<file path="config.mk">
export PLATFORM = sky130hd
export DESIGN_NAME = pixel_frame_loader
export DESIGN_NICKNAME = d
export VERILOG_FILES = /design/src/rtl/pixel_frame_loader.sv
export SDC_FILE = /design/constraint.sdc
export NUM_CORES = 1
export LEC_CHECK = 0
export CELL_PAD_IN_SITES_DETAIL_PLACEMENT = 1
export CELL_PAD_IN_SITES_GLOBAL_PLACEMENT = 2
export CORE_ASPECT_RATIO = 0.6
export CORE_MARGIN = 3
export CORE_UTILIZATION = 33
export DETAILED_ROUTE_END_ITERATION = 8
export PLACE_DENSITY_LB_ADDON = 0.1
export SYNTH_ARGS = -nofsm -noshare
export SYNTH_HDL_FRONTEND = slang
export SYNTH_SLANG_ARGS = --single-unit
</file>
<file path="constraint.sdc">
create_clock -name clk -period 7.81 [get_ports clk]
set_clock_uncertainty 0.15 [all_clocks]
set_input_delay 1.562 -clock clk [delete_from_list [all_inputs] [get_ports clk]]
set_output_delay 1.562 -clock clk [all_outputs]
set_load 0.02 [all_outputs]
</file>
<file path="src/rtl/pixel_frame_loader.sv">
// pixel_frame_loader
//   Collects a raster-order pixel stream into ROWSIZE x COLSIZE frames for the
//   2x2 pooling stage and holds each complete frame until it is accepted.
//
// Ports
//   clk, rst     single rising-edge clock, synchronous active-high reset
//   in_pixel     incoming pixel, row-major, (0,0) first
//   in_valid     in_pixel valid this cycle
//   in_sof       start-of-frame marker, qualified by in_valid
//   in_ready     loader can accept a pixel this cycle
//   frame_out    pixel (r,c) at bits [(COLSIZE*r+c)*WIDTH +: WIDTH]
//   frame_valid  frame_out holds a complete frame
//   frame_ready  downstream accepts the frame
//   sof_err      one-cycle pulse after an in_sof arrived mid-frame
//
// Build option
//   FRAME_LOADER_DBUF_EN  ping-pong double buffering; the next frame fills in
//                         the background while the current one is presented.

module pixel_frame_loader #(
  parameter int unsigned WIDTH   = 8,
  parameter int unsigned ROWSIZE = 5,
  parameter int unsigned COLSIZE = 5
) (
  input  logic                             clk,
  input  logic                             rst,
  input  logic [WIDTH-1:0]                 in_pixel,
  input  logic                             in_valid,
  input  logic                             in_sof,
  output logic                             in_ready,
  output logic [WIDTH*ROWSIZE*COLSIZE-1:0] frame_out,
  output logic                             frame_valid,
  input  logic                             frame_ready,
  output logic                             sof_err
);

  localparam int unsigned N      = ROWSIZE * COLSIZE;
  localparam int unsigned IdxW   = (N > 1) ? $clog2(N) : 1;
  localparam int unsigned FrameW = WIDTH * N;
  localparam logic [IdxW-1:0] LastIdx = IdxW'(N - 1);

  logic [IdxW-1:0] idx_q;
  logic            ready_q;
  logic            valid_q;
  logic            err_q;

  logic            accept;
  logic [IdxW-1:0] slot;
  logic            last;
  logic [IdxW-1:0] next_idx;

  assign accept = in_valid && ready_q;
  // A start-of-frame pixel always lands in slot 0, whatever the index says.
  assign slot   = in_sof ? '0 : idx_q;
  assign last   = (slot == LastIdx);

  always_comb begin
    next_idx = last ? '0 : slot + IdxW'(1);
  end

  assign in_ready    = ready_q;
  assign frame_valid = valid_q;
  assign sof_err     = err_q;

`ifdef FRAME_LOADER_DBUF_EN

  logic [FrameW-1:0] buf_q [2];
  logic              fill_sel_q;
  logic              out_sel_q;
  logic              full_q;     // fill buffer complete, waiting for a swap
  logic              handshake;
  logic              done;

  assign handshake = valid_q && frame_ready;
  assign done      = accept && last;
  assign frame_out = buf_q[out_sel_q];

  always_ff @(posedge clk) begin
    if (rst) begin
      buf_q[0]   <= '0;
      buf_q[1]   <= '0;
      fill_sel_q <= 1'b0;
      out_sel_q  <= 1'b0;
      full_q     <= 1'b0;
      idx_q      <= '0;
      ready_q    <= 1'b0;
      valid_q    <= 1'b0;
      err_q      <= 1'b0;
    end else begin
      err_q   <= 1'b0;
      ready_q <= !full_q;
      if (accept) begin
        buf_q[fill_sel_q][slot*WIDTH +: WIDTH] <= in_pixel;
        idx_q <= next_idx;
        err_q <= in_sof && (idx_q != '0);
      end
      if (done) begin
        if (!valid_q || handshake) begin
          // Nothing left to present: the new frame goes straight out.
          out_sel_q  <= fill_sel_q;
          fill_sel_q <= ~fill_sel_q;
          valid_q    <= 1'b1;
          ready_q    <= 1'b1;
        end else begin
          full_q  <= 1'b1;
          ready_q <= 1'b0;
        end
      end else if (handshake) begin
        if (full_q) begin
          out_sel_q  <= fill_sel_q;
          fill_sel_q <= ~fill_sel_q;
          full_q     <= 1'b0;
          ready_q    <= 1'b1;
        end else begin
          valid_q <= 1'b0;
        end
      end
    end
  end

`else

  typedef enum logic [0:0] {StFill, StHold} state_e;

  state_e            state_q;
  logic [FrameW-1:0] frame_q;

  assign frame_out = frame_q;

  always_ff @(posedge clk) begin
    if (rst) begin
      state_q <= StFill;
      frame_q <= '0;
      idx_q   <= '0;
      ready_q <= 1'b0;
      valid_q <= 1'b0;
      err_q   <= 1'b0;
    end else begin
      err_q <= 1'b0;
      unique case (state_q)
        StFill: begin
          ready_q <= 1'b1;
          if (accept) begin
            frame_q[slot*WIDTH +: WIDTH] <= in_pixel;
            idx_q <= next_idx;
            err_q <= in_sof && (idx_q != '0);
            if (last) begin
              state_q <= StHold;
              ready_q <= 1'b0;
              valid_q <= 1'b1;
            end
          end
        end
        StHold: begin
          if (frame_ready) begin
            state_q <= StFill;
            ready_q <= 1'b1;
            valid_q <= 1'b0;
          end
        end
        default: state_q <= StFill;
      endcase
    end
  end

`endif

endmodule
</file>
-- After elaboration in Yosys (flattened, before gate mapping)
Cells that the tools add are included.
- logic and storage cells: 37
- flip-flop bits (word level): 209
- output and inout bits: 203
- input port bits: 13
- multiplexer cells: 15
- $add $sub $neg: 2
- eq/ne operators: 4
- reductions and logical operators: 6
- shift-type cells: 2
- bitwise gates (word level): 2
- operators with widths (cell ; count):
    $bwmux 200 ; 1
    $shift 8x34->200 const A ; 1
    $shiftx 8x34->200 ; 1
    $neg 8->34 ; 1
    $mux 5 ; 2
    $mux 1 ; 9
    $ne 2x2->1 const B ; 3
    $pmux 1 s2 ; 3
    $add 5x1->5 const B ; 1
    $eq 5x5->1 const B ; 1
    $reduce_bool 5->1 ; 1
    $reduce_and 3->1 ; 1
    $reduce_or 3->1 ; 1
    $logic_and 1x1->1 ; 2
    $not 1->1 ; 2
    $reduce_and 2->1 ; 1

-- Depth between registers and ports, before layout
- word-level depth: 5
- gate-level depth with buffers: 13
- depth with buffers taken out: 9

-- Worst setup path before layout
OpenSTA, ideal clock, no wires.
- path kind: in2reg
- start: input in_sof
- end: register frame_q[122], in the netlist frame_out[122]
- arrival: 4479 ps
- required time: 7588 ps
- slack: 3110 ps
- stages on the path: 12
- cell sequence: clkbuf_1 nand2b_1 clkbuf_1 ha_1 clkbuf_1 o21a_1 ha_1 nand4bb_1 a2111oi_2 a21boi_0 buf_2 mux2i_1
- word-level cells in the longest chain between the ends: 4
- ends and longest elaborated chain (element ; line ; source):
    from (decl) ; 29 ; input logic in_sof,
    $mux 5 * ; 54 ; assign slot = in_sof ? '0 : idx_q;
    $neg 8->34 * ; 144 ; frame_q[slot*WIDTH +: WIDTH] <= in_pixel;
    $shiftx 8x34->200 or $shift 8x34->200 (tied branches) ; 144 ;
    $bwmux 200 * ; 144 ;
    to (signal, indexed assignment) ; 144 ;
    to (decl) ; 126 ; logic [FrameW-1:0] frame_q;
Every way passes the cells marked *; elsewhere a longest branch is shown, timed or not.
A chain may end at the register's enable or synchronous reset.

-- Worst setup path after layout
- start: input in_sof
- end: register frame_q[120], in the netlist frame_out[120]
The elaborated chain is that of the path after synthesis.

==> results.yml <==
pwr:
  vdd_ir_drop_max_mv: 0.108
  pwr-share-clk_pct: 47.4
  p_total_mw: 2.25
  netSwitchingFraction_pct: 23.3
  power_density_nw_per_um2: 182
  netSwitchingPower_mw: 0.524
  leakage_nw: 4.96
  sequentialPowerShare_pct: 47.6
  p_comb_share_pct: 5.0
  power.internal_mw: 1.73
floorplan:
  dieWidth_um: 222
  placementRows: 46
  fp.dieH_um: 136
  core_um2: 27000
  ios: 216
  start_util_pct: 34.2
  dieArea_um2: 30100
sta:
  rsz0062_at_grt: "no"
  worst_slew_pin_slew_ps: 1130
  period_share_pct: 72.3
  max_freq_ghz: 0.177
  period_needed_ps: 5650
  whs_ps: 324
  tns_ps: 0
  hold_viol: 0
  max_slew_margin_pct: 24.3
  slew_viol_final: 0
  setup_viol: 0
clock_tree:
  cts-root-buf: "clkbuf_16"
  ctsLongestPathBuffers: 3
  clock_sinks: 209
  hold_buffers: 0
  tritoncts.num_buffers: 21
  post-cts-setup-buffers: 0
  cts_resized: 0
  tritoncts: "built"
  clk_pin_slew_ps: 70
  cts.htree.levels: 1
  clk_latency_ps: 520
logic_synthesis:
  ys_async_sr_fraction_pct: 0
  synth_fa_ha_area_share_pct: 0.406
  ys.flop_type: "dfxtp_1"
  syn_inst: 910
  synthXorXnorAreaFrac_pct: 0.0948
  synth_top_family_by_area: "simple AND/OR/NAND/NOR gates"
  synth_nets: 926
  synth_edf_count: 0
  ys_ff_latch: 209
  seq_area_frac_synth_pct: 45.3
  synth-simple-area-share_pct: 25.6
  synth_compound_area_share_pct: 4.95
  synth.largest_area_cell: "dfxtp_1"
  synth_area_um2: 9240
  syn-mean-instance-area_um2: 10.2
  ys_top_cells_by_area: "dfxtp_1, mux2i_1, nand2b_1"
  post-synth-top-area-fraction_pct: 45.3
  synth.distinct_cells: 58
  muxShareOfSynthArea_pct: 20.8
  ys.warnings.count: 0
drt:
  drt_iter0_drc: 377
  wirelength_um: 31400
  viasPerCell: 5.10
  dr.pass1.iters: 4
  drc: 0
  vias: 7491
  routedWlPerCell_um: 21.3
  antenna_left: 0
global_route:
  grt_max_degree: 124
  grt_util_all_layers_pct: 20.2
  grt_pass1_wl_um: 47500
  grt_overflow: 0
  antenna_found_initial: 1
  grt_pass1_vias: 7629
worst_setup_path:
  reg2reg_to: "frame_out[120]$_SDFFE_PP0P_"
  required_ps: 8100
  crit_arrival_ps: 5940
  critical_path.cell_chain: "clkdlybuf4s50_1 -> buf_4 -> nand2b_1 -> ha_1 -> o21a_1 -> ha_1 -> nand4bb_1 -> a2111oi_2 -> a21boi_1 -> mux2i_1"
  path_delay_family: "compound AO/OA/AOI/OAI gates"
  worst_path_most_repeated_cell: "ha_1"
  end_kind: "register"
  timing.rr.start: "idx_q[0]$_SDFFE_PP0P_"
  r2r_cells: 8
  slowest_delay_ps: 910
  critPathBufInv: 2
  critPathKind: "in -> reg"
  cp_max_fo: 23
  ff2ff_setup_slack_ps: 3090
  cp-start-kind: "input pin"
  crit_slowest_cell: "a21boi_1"
finish:
  area_growth_syn_to_layout_pct: 34.0
  nFillCells: 2991
  n_antenna_cell: 0
  fin_nets: 1112
  drive_gt1_share_pct: 7.57
worst_hold_path:
  min_path_type: "reg -> reg"
  hold_path_end: "frame_valid$_SDFFE_PP0P_"
  hold_start: "frame_valid$_SDFFE_PP0P_"
  hold_path_depth: 2
job:
  max-cap-violations: 0
placed_design:
  place.gp.congestion: 0.810
  port_buffers: 215
  place_hpwl_um: 22500
status:
  status: "finished clean"
[kinds of logic after synthesis]
group,after synthesis
multiplexers,192
flip-flops,209
AND/OR/NAND/NOR,381
XOR/XNOR,1
buffers and inverters,65
adder cells (fa/ha/maj),3
AO/OA/AOI/OAI,59
[cell usage in the layout, fill, tap and decap left out, types with 3 or more instances in the layout]
| master | instances |
|---|---|
| or4_1 | 3 |
| inv_1 | 3 |
| a21boi_1 | 4 |
| nand3_1 | 44 |
| nand4_2 | 4 |
| nor3_1 | 4 |
| o21ai_0 | 9 |
| nand2_2 | 6 |
| clkinvlp_4 | 3 |
| nor2_1 | 12 |
| mux2_2 | 4 |
| nand4b_1 | 9 |
| nand3_2 | 4 |
| dfxtp_1 | 209 |
| o21ba_2 | 3 |
| buf_4 | 11 |
| a31oi_1 | 3 |
| a21oi_1 | 13 |
| o21ai_2 | 4 |
| ha_1 | 3 |
| nand2_1 | 20 |
| clkbuf_8 | 3 |
| nand2b_1 | 198 |
| clkdlybuf4s50_1 | 214 |
| and2_1 | 7 |
| nor2b_1 | 7 |
| clkinv_2 | 6 |
| clkbuf_16 | 21 |
| nand4_1 | 31 |
| or2_2 | 4 |
| bufinv_16 | 3 |
| mux2i_1 | 188 |
| nand3b_1 | 13 |
| a22oi_1 | 4 |
| and4b_1 | 3 |
[area by class of cell]
cell class | count | area [um2] | area share, %
clock buffer | 25 | 571 | 4.61
clock inverter | 12 | 143 | 1.15
inverter | 3 | 11.3 | 0.0909
multi-input combinational | 636 | 4800 | 38.8
sequential | 209 | 4180 | 33.8
tap | 360 | 450 | 3.64
timing repair buffer | 225 | 2220 | 18.0
[cell usage after synthesis (6+ instances only)]
library cell	number
a21oi_1	13
and2_1	7
buf_2	8
clkbuf_1	50
dfxtp_1	209
mux2i_1	188
nand2_1	20
nand2_2	6
nand2b_1	198
nand3_1	44
nand3b_1	13
nand4_1	31
nand4b_1	9
nor2_1	12
nor2b_1	7
o21ai_0	9
[power groups by stage]
stage	combinational (mW)	clock [mW]	sequential, mW
CTS	0.112	1.10	1.07
global route	0.120	1.15	1.07
detailed placement	0.112	0	1.10
floorplan	0.0668	0	1.10
finish	0.112	1.07	1.07
global placement	0.112	0	1.10
[state kept, by name (all words and copies together), names as in the netlist]
name	count
frame_out	200
in_ready	1
idx_q	5
state_q	1
frame_valid	1
sof_err	1
[metrics by stage]
stage               setup slack (ps)  cell area [um2]  std cells  util, %
floorplan                       3110             9240        910        -
CTS                             2220            12400       1470     45.9
global placement                1910            11700       1433     43.2
detailed placement              1710            11700       1433     43.2
global route                    1820            12400       1470     45.9
finish                          2160            12400       1470     45.9
[metal layers]
metal,up-vias,GRT usage (%),routed length (um)
li1,3562,-,-
met1,3741,30.0,15900
met2,156,30.9,13700
met3,32,3.72,1320
met4,0,3.27,451
met5,-,0,0
[tightest hold or removal path, delay by kind of cell, from the launching register on]
| kind | cells | cell delay, ps |
|---|---|---|
| flip-flops | 1 | 320 |
| AND/OR/NAND/NOR | 1 | 50 |
| AO/OA/AOI/OAI | 1 | 60 |
[worst max-delay path by stage]
stage / endpoint / cells after the start / slack (ps) / startpoint
after floorplan: frame_out[122]$_SDFFE_PP0P_ / 12 / 3110 / in_sof
after global placement: frame_out[121]$_SDFFE_PP0P_ / 10 / 1910 / in_sof
after detailed placement: frame_out[120]$_SDFFE_PP0P_ / 10 / 1710 / in_sof
after CTS: frame_out[120]$_SDFFE_PP0P_ / 10 / 2220 / in_sof
after global routing: frame_out[122]$_SDFFE_PP0P_ / 10 / 1820 / in_sof
final: frame_out[120]$_SDFFE_PP0P_ / 10 / 2160 / in_sof
(Power assumes the default switching activity.)
